### src/rtl/grad_spi_pkg.sv
// Shared constants, FSM state type and channel-index width helper for the
// gradient DAC SPI serialiser.
package grad_spi_pkg;

    localparam int BCAST_BIT = 24;
    localparam int CH_LSB    = 25;

    typedef enum logic [1:0] {
        IDLE,
        SHIFT,
        FRAME_END,
        LDAC
    } state_t;

    // Channel-index field width; a single channel still gets one index bit.
    function automatic int calc_ch_w(input int nch);
        return (nch <= 2) ? 1 : $clog2(nch);
    endfunction

endpackage

### src/rtl/spi_bit_timer.sv
// Bit timer: latches the divider at frame launch, counts cycles within each
// bit, generates the registered SPI clock and flags the last cycle of a bit.
module spi_bit_timer #(
    parameter int DIV_W = 6
) (
    input  logic             clk,
    input  logic             rst,
    input  logic             i_start,
    input  logic             i_run,
    input  logic             i_last_bit,
    input  logic [DIV_W-1:0] i_div,
    output logic             o_spi_clk,
    output logic             o_bit_done
);

    logic [DIV_W-1:0] r_div;
    logic [DIV_W-1:0] r_ctr;
    logic             r_spi_clk;
    logic [DIV_W-1:0] w_ctr_nxt;

    assign w_ctr_nxt  = r_ctr + DIV_W'(1);
    assign o_bit_done = i_run && (r_ctr == r_div);
    assign o_spi_clk  = r_spi_clk;

    // NOTE: sequential state uses non-blocking assignments only, so every
    // register samples the pre-edge value of every other register.
    always_ff @(posedge clk) begin
        if (rst) begin
            r_div     <= '0;
            r_ctr     <= '0;
            r_spi_clk <= 1'b0;
        end else if (i_start) begin
            // A zero divider would give a one-cycle bit with no low phase.
            r_div     <= (i_div == '0) ? DIV_W'(1) : i_div;
            r_ctr     <= '0;
            r_spi_clk <= 1'b1;
        end else if (i_run) begin
            if (r_ctr == r_div) begin
                r_ctr     <= '0;
                r_spi_clk <= !i_last_bit;
            end else begin
                r_ctr     <= w_ctr_nxt;
                r_spi_clk <= (w_ctr_nxt <= (r_div >> 1));
            end
        end else begin
            r_ctr     <= '0;
            r_spi_clk <= 1'b0;
        end
    end

endmodule

### src/rtl/grad_spi_multi_iface.sv
// N-channel SPI serialiser for a gradient DAC bank: per-channel staging,
// broadcast launch with one-deep queue, optional LDAC pulse, data-lost flags.
module grad_spi_multi_iface
    import grad_spi_pkg::*;
#(
    parameter int NCH         = 4,
    parameter int WORD_W      = 24,
    parameter int DIV_W       = 6,
    parameter int LDAC_CYCLES = 2
) (
    input  logic             clk,
    input  logic             rst,
    input  logic [31:0]      data_i,
    input  logic             valid_i,
    input  logic [DIV_W-1:0] spi_clk_div_i,
    input  logic             ldac_en_i,
    output logic             spi_clk_o,
    output logic             syncn_o,
    output logic             ldacn_o,
    output logic [NCH-1:0]   sdo_o,
    output logic             busy_o,
    output logic             data_lost_o,
    output logic [NCH-1:0]   lost_mask_o
);

    localparam int CH_W = calc_ch_w(NCH);
    localparam int BI_W = $clog2(WORD_W);
    localparam int LC_W = (LDAC_CYCLES < 2) ? 1 : $clog2(LDAC_CYCLES);

    logic              r_in_valid;
    logic [WORD_W-1:0] r_in_word;
    logic              r_in_bcast;
    logic [CH_W-1:0]   r_in_ch;

    logic [WORD_W-1:0] r_staging [NCH];
    logic [WORD_W-1:0] r_shift   [NCH];
    logic [NCH-1:0]    r_present;
    logic [NCH-1:0]    r_lost_mask;
    logic              r_data_lost;
    logic              r_go;
    logic              r_pending;

    state_t            r_state;
    logic [BI_W-1:0]   r_bit_idx;
    logic [LC_W-1:0]   r_ldac_ctr;
    logic              r_syncn;
    logic              r_ldacn;
    logic              r_busy;
    logic [NCH-1:0]    r_sdo;

    logic w_write;
    logic w_bcast;
    logic w_launch;
    logic w_last_bit;
    logic w_bit_done;
    logic w_unused_data;

    assign w_unused_data = ^data_i;

    // NOTE: every always_comb output gets a value on every path, so no latch.
    always_comb begin
        w_write    = r_in_valid && (int'(r_in_ch) < NCH);
        w_bcast    = w_write && r_in_bcast;
        w_launch   = (r_state == IDLE) && (r_go || r_pending);
        w_last_bit = (r_bit_idx == BI_W'(WORD_W - 1));
    end

    spi_bit_timer #(.DIV_W(DIV_W)) u_timer (
        .clk        (clk),
        .rst        (rst),
        .i_start    (w_launch),
        .i_run      (r_state == SHIFT),
        .i_last_bit (w_last_bit),
        .i_div      (spi_clk_div_i),
        .o_spi_clk  (spi_clk_o),
        .o_bit_done (w_bit_done)
    );

    // Input register, staging writes and broadcast queueing.
    always_ff @(posedge clk) begin
        if (rst) begin
            r_in_valid  <= 1'b0;
            r_in_word   <= '0;
            r_in_bcast  <= 1'b0;
            r_in_ch     <= '0;
            r_present   <= '0;
            r_lost_mask <= '0;
            r_data_lost <= 1'b0;
            r_go        <= 1'b0;
            r_pending   <= 1'b0;
            // NOTE: the staging array is reset explicitly: after reset a
            // broadcast must transmit zeros on every unwritten channel.
            for (int i = 0; i < NCH; i++) r_staging[i] <= '0;
        end else begin
            r_in_valid <= valid_i;
            r_in_word  <= data_i[WORD_W-1:0];
            r_in_bcast <= data_i[BCAST_BIT];
            r_in_ch    <= data_i[CH_LSB +: CH_W];

            if (w_launch) begin
                r_go        <= 1'b0;
                r_pending   <= 1'b0;
                r_present   <= '0;
                r_lost_mask <= '0;
                r_data_lost <= 1'b0;
            end

            if (w_write) begin
                r_staging[r_in_ch] <= r_in_word;
                r_present[r_in_ch] <= 1'b1;
                // A word staged before this edge's launch is being sent, not lost.
                if (r_present[r_in_ch] && !w_launch) begin
                    r_lost_mask[r_in_ch] <= 1'b1;
                    r_data_lost          <= 1'b1;
                end
            end

            if (w_bcast) begin
                if ((r_state == IDLE) && !w_launch) begin
                    r_go <= 1'b1;
                end else if (r_pending && !w_launch) begin
                    r_data_lost <= 1'b1;
                end else begin
                    r_pending <= 1'b1;
                end
            end
        end
    end

    // Frame FSM with registered frame outputs.
    always_ff @(posedge clk) begin
        if (rst) begin
            r_state    <= IDLE;
            r_bit_idx  <= '0;
            r_ldac_ctr <= '0;
            r_syncn    <= 1'b1;
            r_ldacn    <= 1'b1;
            r_busy     <= 1'b0;
            r_sdo      <= '0;
            for (int i = 0; i < NCH; i++) r_shift[i] <= '0;
        end else begin
            case (r_state)
                IDLE: begin
                    if (w_launch) begin
                        r_state   <= SHIFT;
                        r_syncn   <= 1'b0;
                        r_busy    <= 1'b1;
                        r_bit_idx <= '0;
                        for (int i = 0; i < NCH; i++) begin
                            r_shift[i] <= r_staging[i];
                            r_sdo[i]   <= r_staging[i][WORD_W-1];
                        end
                    end
                end
                SHIFT: begin
                    if (w_bit_done) begin
                        if (w_last_bit) begin
                            r_state <= FRAME_END;
                            r_syncn <= 1'b1;
                            r_sdo   <= '0;
                        end else begin
                            r_bit_idx <= r_bit_idx + BI_W'(1);
                            for (int i = 0; i < NCH; i++) begin
                                r_shift[i] <= r_shift[i] << 1;
                                r_sdo[i]   <= r_shift[i][WORD_W-2];
                            end
                        end
                    end
                end
                FRAME_END: begin
                    if (ldac_en_i) begin
                        r_state    <= LDAC;
                        r_ldacn    <= 1'b0;
                        r_ldac_ctr <= '0;
                    end else begin
                        r_state <= IDLE;
                        r_busy  <= 1'b0;
                    end
                end
                LDAC: begin
                    if (r_ldac_ctr == LC_W'(LDAC_CYCLES - 1)) begin
                        r_state <= IDLE;
                        r_ldacn <= 1'b1;
                        r_busy  <= 1'b0;
                    end else begin
                        r_ldac_ctr <= r_ldac_ctr + LC_W'(1);
                    end
                end
                default: r_state <= IDLE;
            endcase
        end
    end

    assign syncn_o     = r_syncn;
    assign ldacn_o     = r_ldacn;
    assign busy_o      = r_busy;
    assign sdo_o       = r_sdo;
    assign data_lost_o = r_data_lost;
    assign lost_mask_o = r_lost_mask;

endmodule

### config.mk
export PLATFORM = sky130hd
export DESIGN_NAME = grad_spi_multi_iface
export DESIGN_NICKNAME = d
export VERILOG_FILES = /design/src/rtl/grad_spi_pkg.sv /design/src/rtl/spi_bit_timer.sv /design/src/rtl/grad_spi_multi_iface.sv
export SDC_FILE = /design/constraint.sdc
export NUM_CORES = 1
export LEC_CHECK = 0
export ABC_AREA = 1
export BUFFER_PORTS_ARGS = -buffer_cell sky130_fd_sc_hd__buf_2
export CELL_PAD_IN_SITES_DETAIL_PLACEMENT = 1
export CELL_PAD_IN_SITES_GLOBAL_PLACEMENT = 2
export CORE_ASPECT_RATIO = 0.75
export CORE_MARGIN = 10
export CORE_UTILIZATION = 25
export CTS_CLUSTER_SIZE = 10
export DETAILED_ROUTE_END_ITERATION = 12
export PLACE_DENSITY_LB_ADDON = 0.1
export RECOVER_POWER = 25
export SYNTH_ARGS = -nofsm -noshare
export SYNTH_HDL_FRONTEND = slang
export SYNTH_SLANG_ARGS = --single-unit
### constraint.sdc
create_clock -name clk -period 3.12 [get_ports clk]
set_clock_uncertainty 0.05 [all_clocks]
set_input_delay 0.624 -clock clk [delete_from_list [all_inputs] [get_ports clk]]
set_output_delay 0.624 -clock clk [all_outputs]
set_load 0.005 [all_outputs]
-- Yosys cells after proc, flatten, opt, wreduce, memory -nomap -nowiden
Memories as Yosys holds them, arrays and structs flattened.
Cells that the tools add are included.
- register bits: 67
- RAM bits: 192
- input port bits: 42
- word-level logic and storage cells: 154
- memories kept: 2
- add/sub/neg operators: 3
- order comparisons: 3
- equality and inequality tests: 12
- muxes and demuxes: 80
- bitwise logic cells: 11
- reduce and logical (&&, ||, !) cells: 24
- memories (memory ; depth ; bits a word ; rd ports ; clocked after memory_dff ; wr ports ; line ; RTL):
    r_shift ; 4 ; 24 ; 4 ; 0 ; 4 ; grad_spi_multi_iface.sv:36 ; logic [WORD_W-1:0] r_shift [NCH];
    r_staging ; 4 ; 24 ; 4 ; 0 ; 4 ; grad_spi_multi_iface.sv:35 ; logic [WORD_W-1:0] r_staging [NCH];
- operators with widths (cell ; count):
    2-to-1 mux 24 bit ; 9
    2-to-1 mux 1 bit ; 42
    2-to-1 mux 4 bit ; 10
    OR reduction 24 bit ; 1
    AND reduction 4 bit ; 4
    2-to-1 mux 5 bit ; 3
    != test 2 bit (second input constant) ; 7
    2-to-1 mux 2 bit ; 6
    case mux 5 bit (2 select lines) ; 1
    OR 1 bit ; 8
    OR 4 bit ; 2
    case mux 2 bit (4 select lines) ; 1
    case mux 4 bit (2 select lines) ; 1
    logical AND 1 bit ; 7
    adder 6 x 1 -> 6 bit (second input constant) ; 1
    equality test 6 bit ; 1
    less-or-equal comparator 6 x 5 -> 1 bit ; 1
    zero test 6 bit ; 1
    2-to-1 mux 6 bit ; 1
    case mux 1 bit (2 select lines) ; 3
    AND reduction 3 bit ; 2
    adder 5 x 1 -> 5 bit (second input constant) ; 1
    equality test 5 bit (second input constant) ; 1
    equality test 2 bit (second input constant) ; 2
    15 further kinds ; 17

-- Logic depth before layout (Yosys ltp)
Gate-level depths: netlist of the first run.
- depth after elaboration: 9
- depth in mapped cells: 16
- mapped depth without buffers: 16

-- By module
Synthesis of the first run repeated with hierarchy kept, for this count alone.
- cells, all modules: 1008
- area total of the unflattened synthesis: 10551.4 µm²
- by module, submodules not included (module ; times used ; cells each ; area an instance (µm²) ; seq. area each (µm²)):
    grad_spi_multi_iface ; 1 ; 887 ; 9761.9 ; 6706.4
    spi_bit_timer ; 1 ; 121 ; 789.5 ; 260.2

-- Worst setup path before layout of the first run
No wires, ideal clock.
- path type: reg-to-reg
- start point: reg r_in_ch[1]
- end point: mem r_staging[3][0] (enable)
- setup time: 0.438 ns
- arrival: 2.191 ns
- data required time: 2.632 ns
- path slack: 0.440 ns
- stages on the path, launching flop included: 3
- buffers on the path: 0
- cell sequence: dfxtp_1 > nand2_1 > o21ai_0
- RTL lines (item ; line ; RTL):
    start: declaration ; grad_spi_multi_iface.sv:33 ; logic [CH_W-1:0] r_in_ch;
    start signal: assignment ; grad_spi_multi_iface.sv:98 ; r_in_ch <= data_i[CH_LSB +: CH_W];
    end: declaration ; grad_spi_multi_iface.sv:35 ;

==> summary.md, run 1 <==
| Metric | Value |
|---|---|
| Synthesized flop and latch total | 255 |
| Antenna cell count | 0 |
| CTS resizes | 0 |
| Clock share of power | 0.386 |
| Post-synthesis async set-or-reset flop share | 0 |
| Hold depth | 3 |
| Sequential fraction of the synthesis area | 0.6705 |
| Die Y | 196.6 um |
| Share of post-route cells with drive strength above 1 | 0.1476 |
| Ys flop type | edfxtp_1 |
| Combinational share of power | 0.115 |
| Crit path max fanout | 94 |
| Status | finished, final reports clean |
| Final Max Tran Viols | 0 |
| Core region area | 0.04092 mm^2 |
| VDD IR-drop max | 0.3444 mV |
| Antenna violations before repair | 0 |
| Commonest cells after routing, fill and taps aside | nand2_1 (208), inv_1 (186), edfxtp_1 (186) |
| Final setup fails | 0 |
| Worst hold margin | 0.2229 ns |
| Vias/cell | 4.007 |
| WP buf/inv | 5 |
| Worst skew pair latency | 0.55 ns |
| Vias | 6619 |
| FILL cells | ~4600 |
| Mux cell area share after synthesis | 0 |
| TritonCTS Buffers | 30 |
| Synthesized area | 0.01039 mm^2 |
| Worst path cell trace | inv_1, nand2_1, inv_2, nand2_1, inv_2, nand2_1, inv_2, buf_12, nand2_1, o21ai_2 |
| Post-synth EDFFs | 186 |
| Largest net degree at the start of global routing | 95 |
| Register-to-Register Path Depth | 10 |
| LEAKAGE | 4.986 nW |
| Total die area | 0.05020 mm^2 |
| Nets | between 1000 and 1500 |
| Number of cells on the critical path | 10 |
| CTS clk-pin slew, worst paths | 0.06 ns |
| RSZ-0062 raised after global routing | no |
| Yosys cell types | 33 |
| Die X | 255.4 um |
| CTS sink cnt | 255 |
| Hold Crit Class | in -> reg |
| DP Worst Slack | about 0.69 ns |
| Syn_nets | 1048 |
| Fmax achieved | 0.4166 GHz |
| CP delay by family, top | buffers and inverters |
| Relative slew slack | 0.3797 |
| NetSw | 0.002177 W |
| Gpl congestion | 0.7099 |
| Rows | 64 |
| WP data required | around 3.5 ns |
| Synth Area in XOR/XNOR | 0.003372 |
| Crit path kind | reg -> reg |
| Avg Synthesized Cell Area | roughly 10 um^2 |
| Num ports | 55 |
| Root buf cell | clkbuf_16 |
| # port buffers | 49 |
| Final hold vios | 0 |
| Max clock buf depth | 3 |
| Global route overflow | 0 |
| Origin of the critical flop-to-flop path | r_state[1] |
| CTS tree | done |
| Routed WL | 25320 um |
| Total track usage | 0.1022 |
| Crit path launch type | register |
| Vias in the first global route | 6971 |
| Critical Path AT | 2.74 ns |
| Worst slew pin tran | 0.9294 ns |
| Post-route total power | between 0.008 and 0.009 W |
| Crit-path most repeated cell | nand2_1 |
| Drt initial violations | about 340 |
| Post-route ant nets | 0 |
| Worst setup EP type | register |
| CTS Hold Bufs | 0 |
| Synth Instances | around 1000 |
| Tcrit/Tclk final | 0.7693 |
| First-pass GRT wire length | 40940 um |
| Largest family of logic cells by synthesized area | simple AND/OR/NAND/NOR gates |
| Final setup margin | around 0.72 ns |
| CP max stage delay | 0.40 ns |
| Synthesis-to-layout area growth | 16.97% |
| Post-DP HPWL | 16230 um |
| Post-synthesis compound-gate area fraction | 0.08177 |
| Drt pass-1 iters | 4 |
| Slowest CP cell | buf_12 |
| Internal | 0.006108 W |
| Setup crit start | r_state[1] |
| Crit path to | r_shift[3][22] |
| Commonest non-fill, non-tap cell in the layout | nand2_1 |
| Starting Density | 0.2539 |
| Power per cell area | ~700 mW/mm^2 |
| Max-cap violations | 0 |
| Net Sw Frac | 0.2627 |
| H-tree depth | 1 |
| Post-route DRC | 0 |
| Power share of the sequential group | 0.500 |
| Worst R2R End | r_shift[3][22] |
| Synth Area in Simple Gates | 0.1461 |
| Post-CTS Repair Setup Buffers | 0 |
| Fraction of the mapped netlist area in adder cells | 0.008430 |
| Syn. warnings | 0 |
| Reg2reg setup slack | 0.72 ns |
| Post-DR wirelength/cell | 15.33 um |
| Fin crit period | 2.400 ns |
| Post-Route Utilization | 0.2970 |
| Setup TNS | 0 ns |
[state kept, by name, summed over array words and instances, names as in the netlist, 4 cells and up, named ones only]
signal	count
r_present	4
r_staging	96
u_timer.r_div	6
sdo_o	4
r_in_word	24
r_shift	92
lost_mask_o	4
u_timer.r_ctr	6
r_bit_idx	5
[per-stage QoR]
| step | instances | cell area, um^2 |
|---|---|---|
| 5_1_grt | 1652 | 12150 |
| 6_report | 1652 | 12150 |
| 4_1_cts | 1652 | 12190 |
| 2_1_floorplan | 999 | 10390 |
| 3_5_place_dp | 1596 | 11320 |
| 3_3_place_gp | 1596 | 11320 |
[power groups by stage]
stage               clock network [W]  logic [W]  registers (W)
global route                  0.00350    0.00111        0.00417
detailed placement                  0   0.000998        0.00422
CTS                           0.00334    0.00100        0.00415
floorplan                           0   0.000650        0.00418
global placement                    0   0.000998        0.00421
finish                        0.00320   0.000951        0.00414
[cell families (layout without fill, tap and decap cells)]
kind of cell / Yosys count / in the layout
DFF: 255 / 255
and+or+nand+nor: 379 / 379
AOI/OAI and AO/OA: 125 / 125
adders and majority gates: 7 / 7
xor gates and xnor gates: 4 / 4
buffers and inverters: 229 / 321
[final cells by class]
type / count / area [um^2] / share of cell area
clock buffer: 54 / 862.1 / 0.07094
sequential: 255 / 6967 / 0.5733
multi-input combinational: 515 / 2482 / 0.2043
clock inverter: 2 / 10.01 / 0.0008236
timing repair buffer: 71 / 401.6 / 0.03305
tap: 561 / 701.9 / 0.05776
inverter: 194 / 728.2 / 0.05992
[worst min-delay path, stage by stage]
cell and delay (ns):
buf_2 0.07, inv_1 0.03, nor2_1 0.06
[how the worst min path moves through the flow]
| stage | start | end | slack [ns] |
|---|---|---|---|
| after floorplan | r_present[2] | r_present[2] | 0.37 |
| after global placement | r_present[1] | r_present[1] | 0.38 |
| after detailed placement | r_present[1] | r_present[1] | 0.39 |
| after CTS | data_i[13] | r_in_word[13] | 0.18 |
| after global routing | data_i[11] | r_in_word[11] | 0.20 |
| final | data_i[13] | r_in_word[13] | 0.22 |
[per-layer routing]
metal | track usage | wire length (um) | up-vias
met5 | 0 | 0 | -
met4 | 0.02368 | 467 | 0
met3 | 0.01927 | 902 | 31
met2 | 0.1535 | 10680 | 72
met1 | 0.1489 | 13270 | 3202
li1 | - | - | 3314
[synthesized netlist by cell type (5+ instances only)]
| library cell | n | area share |
|---|---|---|
| buf_6 | 8 | 0.0087 |
| nand3_1 | 15 | 0.0072 |
| o21ai_0 | 52 | 0.025 |
| clkbuf_1 | 9 | 0.0033 |
| buf_2 | 11 | 0.0053 |
| nand2_2 | 5 | 0.0030 |
| nand2_1 | 205 | 0.074 |
| a21oi_1 | 9 | 0.0043 |
| dfxtp_1 | 69 | 0.13 |
| ha_1 | 7 | 0.0084 |
| edfxtp_1 | 186 | 0.54 |
| inv_2 | 9 | 0.0033 |
| inv_1 | 184 | 0.066 |
| nor2_1 | 138 | 0.050 |
| buf_1 | 7 | 0.0025 |
| o21ai_2 | 55 | 0.046 |
| nand4_1 | 6 | 0.0036 |
Note: power is estimated with default switching activity, not from simulation.
==> inputs of run 2 (changes only) <==
==> constraint.sdc (replaced) <==
create_clock -name clk -period 2.1 [get_ports clk]
set_clock_uncertainty 0.05 [all_clocks]
set_input_delay 0.42 -clock clk [delete_from_list [all_inputs] [get_ports clk]]
set_output_delay 0.42 -clock clk [all_outputs]
set_load 0.005 [all_outputs]
==> run 2 against run 1 <==
Effect of this change: sequential share of layout area down 2.5 points; sequential power up 49%; setup slack worse by 0.55 ns; total power up 53%; register-to-register slack worse by 0.55 ns; core utilization up 1.4 points; die area unchanged; flip-flop and latch count unchanged; critical path type unchanged; largest cell class unchanged; highest routed layer unchanged.
==> summary.md, run 2 (synthesis gave the netlist of run 1 again) <==
| Metric | Value |
|---|---|
| Hold Crit Class | in -> reg |
| Final hold vios | 0 (unchanged) |
| Power per cell area | 993.0 mW/mm^2 (+46%) |
| Clock share of power | 0.388 (+0.002) |
| Max clock buf depth | 3 (unchanged) |
| NetSw | 0.003294 W (+51%) |
| Power share of the sequential group | 0.486 (-0.014) |
| Starting Density | 0.2539 (unchanged) |
| Fin crit period | 1.929 ns (-0.4710 ns) |
| Crit path max fanout | 21 (-78%) |
| LEAKAGE | 5.233 nW (+4.9%) |
| Crit path kind | reg -> reg |
| Antenna cell count | 0 (unchanged) |
| Post-DR wirelength/cell | 15.70 um (+2.5%) |
| Root buf cell | clkbuf_16 |
| RSZ-0062 raised after global routing | no |
| Antenna violations before repair | 0 (unchanged) |
| Vias | 6788 (+2.6%) |
| Worst setup EP type | register |
| Final Max Tran Viols | 0 (unchanged) |
| Met1 GRT Util | 0.1596 (+0.01069) |
| Max reg flops | 96 (unchanged) |
| Largest registers | r_staging (96), r_shift (92), r_in_word (24) |
| Final setup margin | 0.1709 ns (-0.5490 ns) |
| Max-cap violations | 0 (unchanged) |
| Largest Register | r_staging |
| DP Worst Slack | 0.1008 ns (-0.5908 ns) |
| Synthesis-to-layout area growth | 22.47% |
| Net Sw Frac | 0.2607 (-0.002001) |
| Relative slew slack | 0.3225 (-0.05722) |
| Rows | 64 (unchanged) |
| Worst skew pair latency | 0.56 ns (about the same) |
| Drt pass-1 iters | 5 (+1) |
| Status | finished, final reports clean |
| Vias/cell | 4.024 (+0.43%) |
| Register-to-Register Path Depth | 10 (unchanged) |
| # port buffers | 49 (unchanged) |
| Hold depth | 3 (unchanged) |
| Vias in the first global route | 7198 (+3.3%) |
| CTS tree | done |
| Global route overflow | 0 (unchanged) |
| Combinational share of power | 0.125 (+0.010) |
| Hold path start | data_i[4] |
| Commonest cells after routing, fill and taps aside | nand2_1 (206), edfxtp_1 (186), inv_1 (183) |
| Drt initial violations | 411 (+21%) |
| Final setup fails | 0 (unchanged) |
| Total die area | 0.05020 mm^2 (unchanged) |
| M3 GR Usage | 0.01813 (-0.001149) |
| Gpl congestion | 0.7191 (+1.3%) |
| Num ports | 55 (unchanged) |
| First-pass GRT wire length | 42940 um (+4.9%) |
| Fmax achieved | 0.5184 GHz (+24%) |
| Largest net degree at the start of global routing | 51 (-46%) |
| Post-route ant nets | 0 (unchanged) |
| CTS sink cnt | 255 (unchanged) |
| Worst slew pin tran | 1.016 ns (+0.08685 ns) |
| Commonest non-fill, non-tap cell in the layout | nand2_1 |
| Post-CTS Repair Setup Buffers | 0 (unchanged) |
| CTS clk-pin slew, worst paths | 0.06 ns (about the same) |
| Reg2reg setup slack | 0.17 ns (-0.55 ns) |
| Post-DP HPWL | 16560 um (+2.0%) |
| Hold Path End | r_in_word[4] |
| Worst R2R End | r_shift[0][9] |
| Met2 GRT Util | 0.1577 (+0.004152) |
| Total track usage | 0.1076 (+0.005325) |
| GRT Max-Usage Layer | met1 |
| Tcrit/Tclk final | 0.9186 (+0.1494) |
| Internal | 0.009341 W (+53%) |
| Core region area | 0.04092 mm^2 (unchanged) |
| Origin of the critical flop-to-flop path | u_timer.r_ctr[0] |
| Die X | 255.4 um (unchanged) |
| Routed WL | 26490 um (+4.6%) |
| H-tree depth | 1 (unchanged) |
| Setup TNS | 0 ns (unchanged) |
| VDD IR-drop max | 0.5858 mV (+70%) |
| TritonCTS Buffers | 30 (unchanged) |
| Crit path launch type | register |
| Post-route DRC | 0 (unchanged) |
| Share of post-route cells with drive strength above 1 | 0.1652 (+0.01762) |
| Critical Path AT | 2.13 ns (-0.61 ns) |
| Die Y | 196.6 um (unchanged) |
| Nets | 1152 (+3.2%) |
| WP data required | 2.30 ns (-1.16 ns) |
-- run 2: cell count changes in the layout (fill, tap and decap cells not counted), moves of 3 or more --
cell,previous run,this run
clkbuf_8,0,4
buf_2,37,40
inv_2,7,10
buf_12,1,13
inv_1,186,183
dlygate4sd3_1,0,26
clkbuf_1,36,30
buf_4,19,14
-- run 2: what timing repair did --
item | CTS | global route
resized for setup | 0 | 10
hold buffers | 26 | 0
setup endpoints to repair | 0 | 62
endpoints found under the hold margin | 26 | 0
-- run 2: critical path: stages, from the launching register on --
cell and delay (ns):
dfxtp_1 0.37, buf_4 0.17, inv_1 0.04, nand2_1 0.05, nand2_1 0.05, nor2_1 0.11
nand3_2 0.10, inv_2 0.09, nand4_4 0.17, nand2_1 0.20, buf_12 0.22
-- run 2: power by group through the flow --
| stage | sequential [W] | combinational (W) | clock (W) |
|---|---|---|---|
| final | 0.00615 | 0.00158 | 0.00490 |
| after global routing | 0.00621 | 0.00183 | 0.00531 |
| after CTS | 0.00616 | 0.00166 | 0.00512 |
| after detailed placement | 0.00625 | 0.00162 | 0 |
| after global placement | 0.00625 | 0.00162 | 0 |
| after floorplan | 0.00621 | 0.000965 | 0 |
-- run 2: how the worst max path moves through the flow --
| stage | start | endpoint | slack [ns] | cells past startpoint |
|---|---|---|---|---|
| 3_5_place_dp | u_timer.r_ctr[1] | u_timer.o_spi_clk | 0.10 | 16 |
| 5_1_grt | u_timer.r_ctr[0] | u_timer.o_spi_clk | 0.003 | 14 |
| 6_report | u_timer.r_ctr[0] | r_shift[0][9] | 0.17 | 10 |
| 4_1_cts | u_timer.r_ctr[1] | u_timer.o_spi_clk | 0.08 | 16 |
| 2_1_floorplan | u_timer.r_ctr[0] | r_shift[1][0] | -0.05 | 10 |
| 3_3_place_gp | u_timer.r_ctr[1] | u_timer.o_spi_clk | 0.12 | 16 |
-- run 2: stage by stage --
| step | instance area [um^2] | hold WS [ns] | utilization | power (W) | instances |
|---|---|---|---|---|---|
| 4_1_cts | 12730 | 0.01839 | 0.3112 | 0.01294 | 1687 |
| 6_report | 12720 | 0.04305 | 0.3110 | 0.01264 | 1687 |
| 3_3_place_gp | 11570 | 0.3808 | 0.2827 | 0.007866 | 1606 |
| 2_1_floorplan | 10390 | 0.3691 | - | 0.007174 | 999 |
| 3_5_place_dp | 11570 | 0.3876 | 0.2827 | 0.007871 | 1606 |
| 5_1_grt | 12720 | 0.04198 | 0.3110 | 0.01335 | 1687 |
-- run 2: layout make-up --
type	count	area [um^2]
Sequential cell	255	6970
Clock buffer	55	905.9
Multi-Input combinational cell	515	2524
Fill cell	4600	28190
Inverter	194	728.2
Tap cell	561	701.9
Timing Repair Buffer	107	894.6
-- run 2: layer usage --
layer | part of all wire | up-vias
met5 | 0 | -
met4 | 0.025 | 0
met3 | 0.036 | 35
met2 | 0.42 | 86
met1 | 0.52 | 3279
li1 | - | 3388
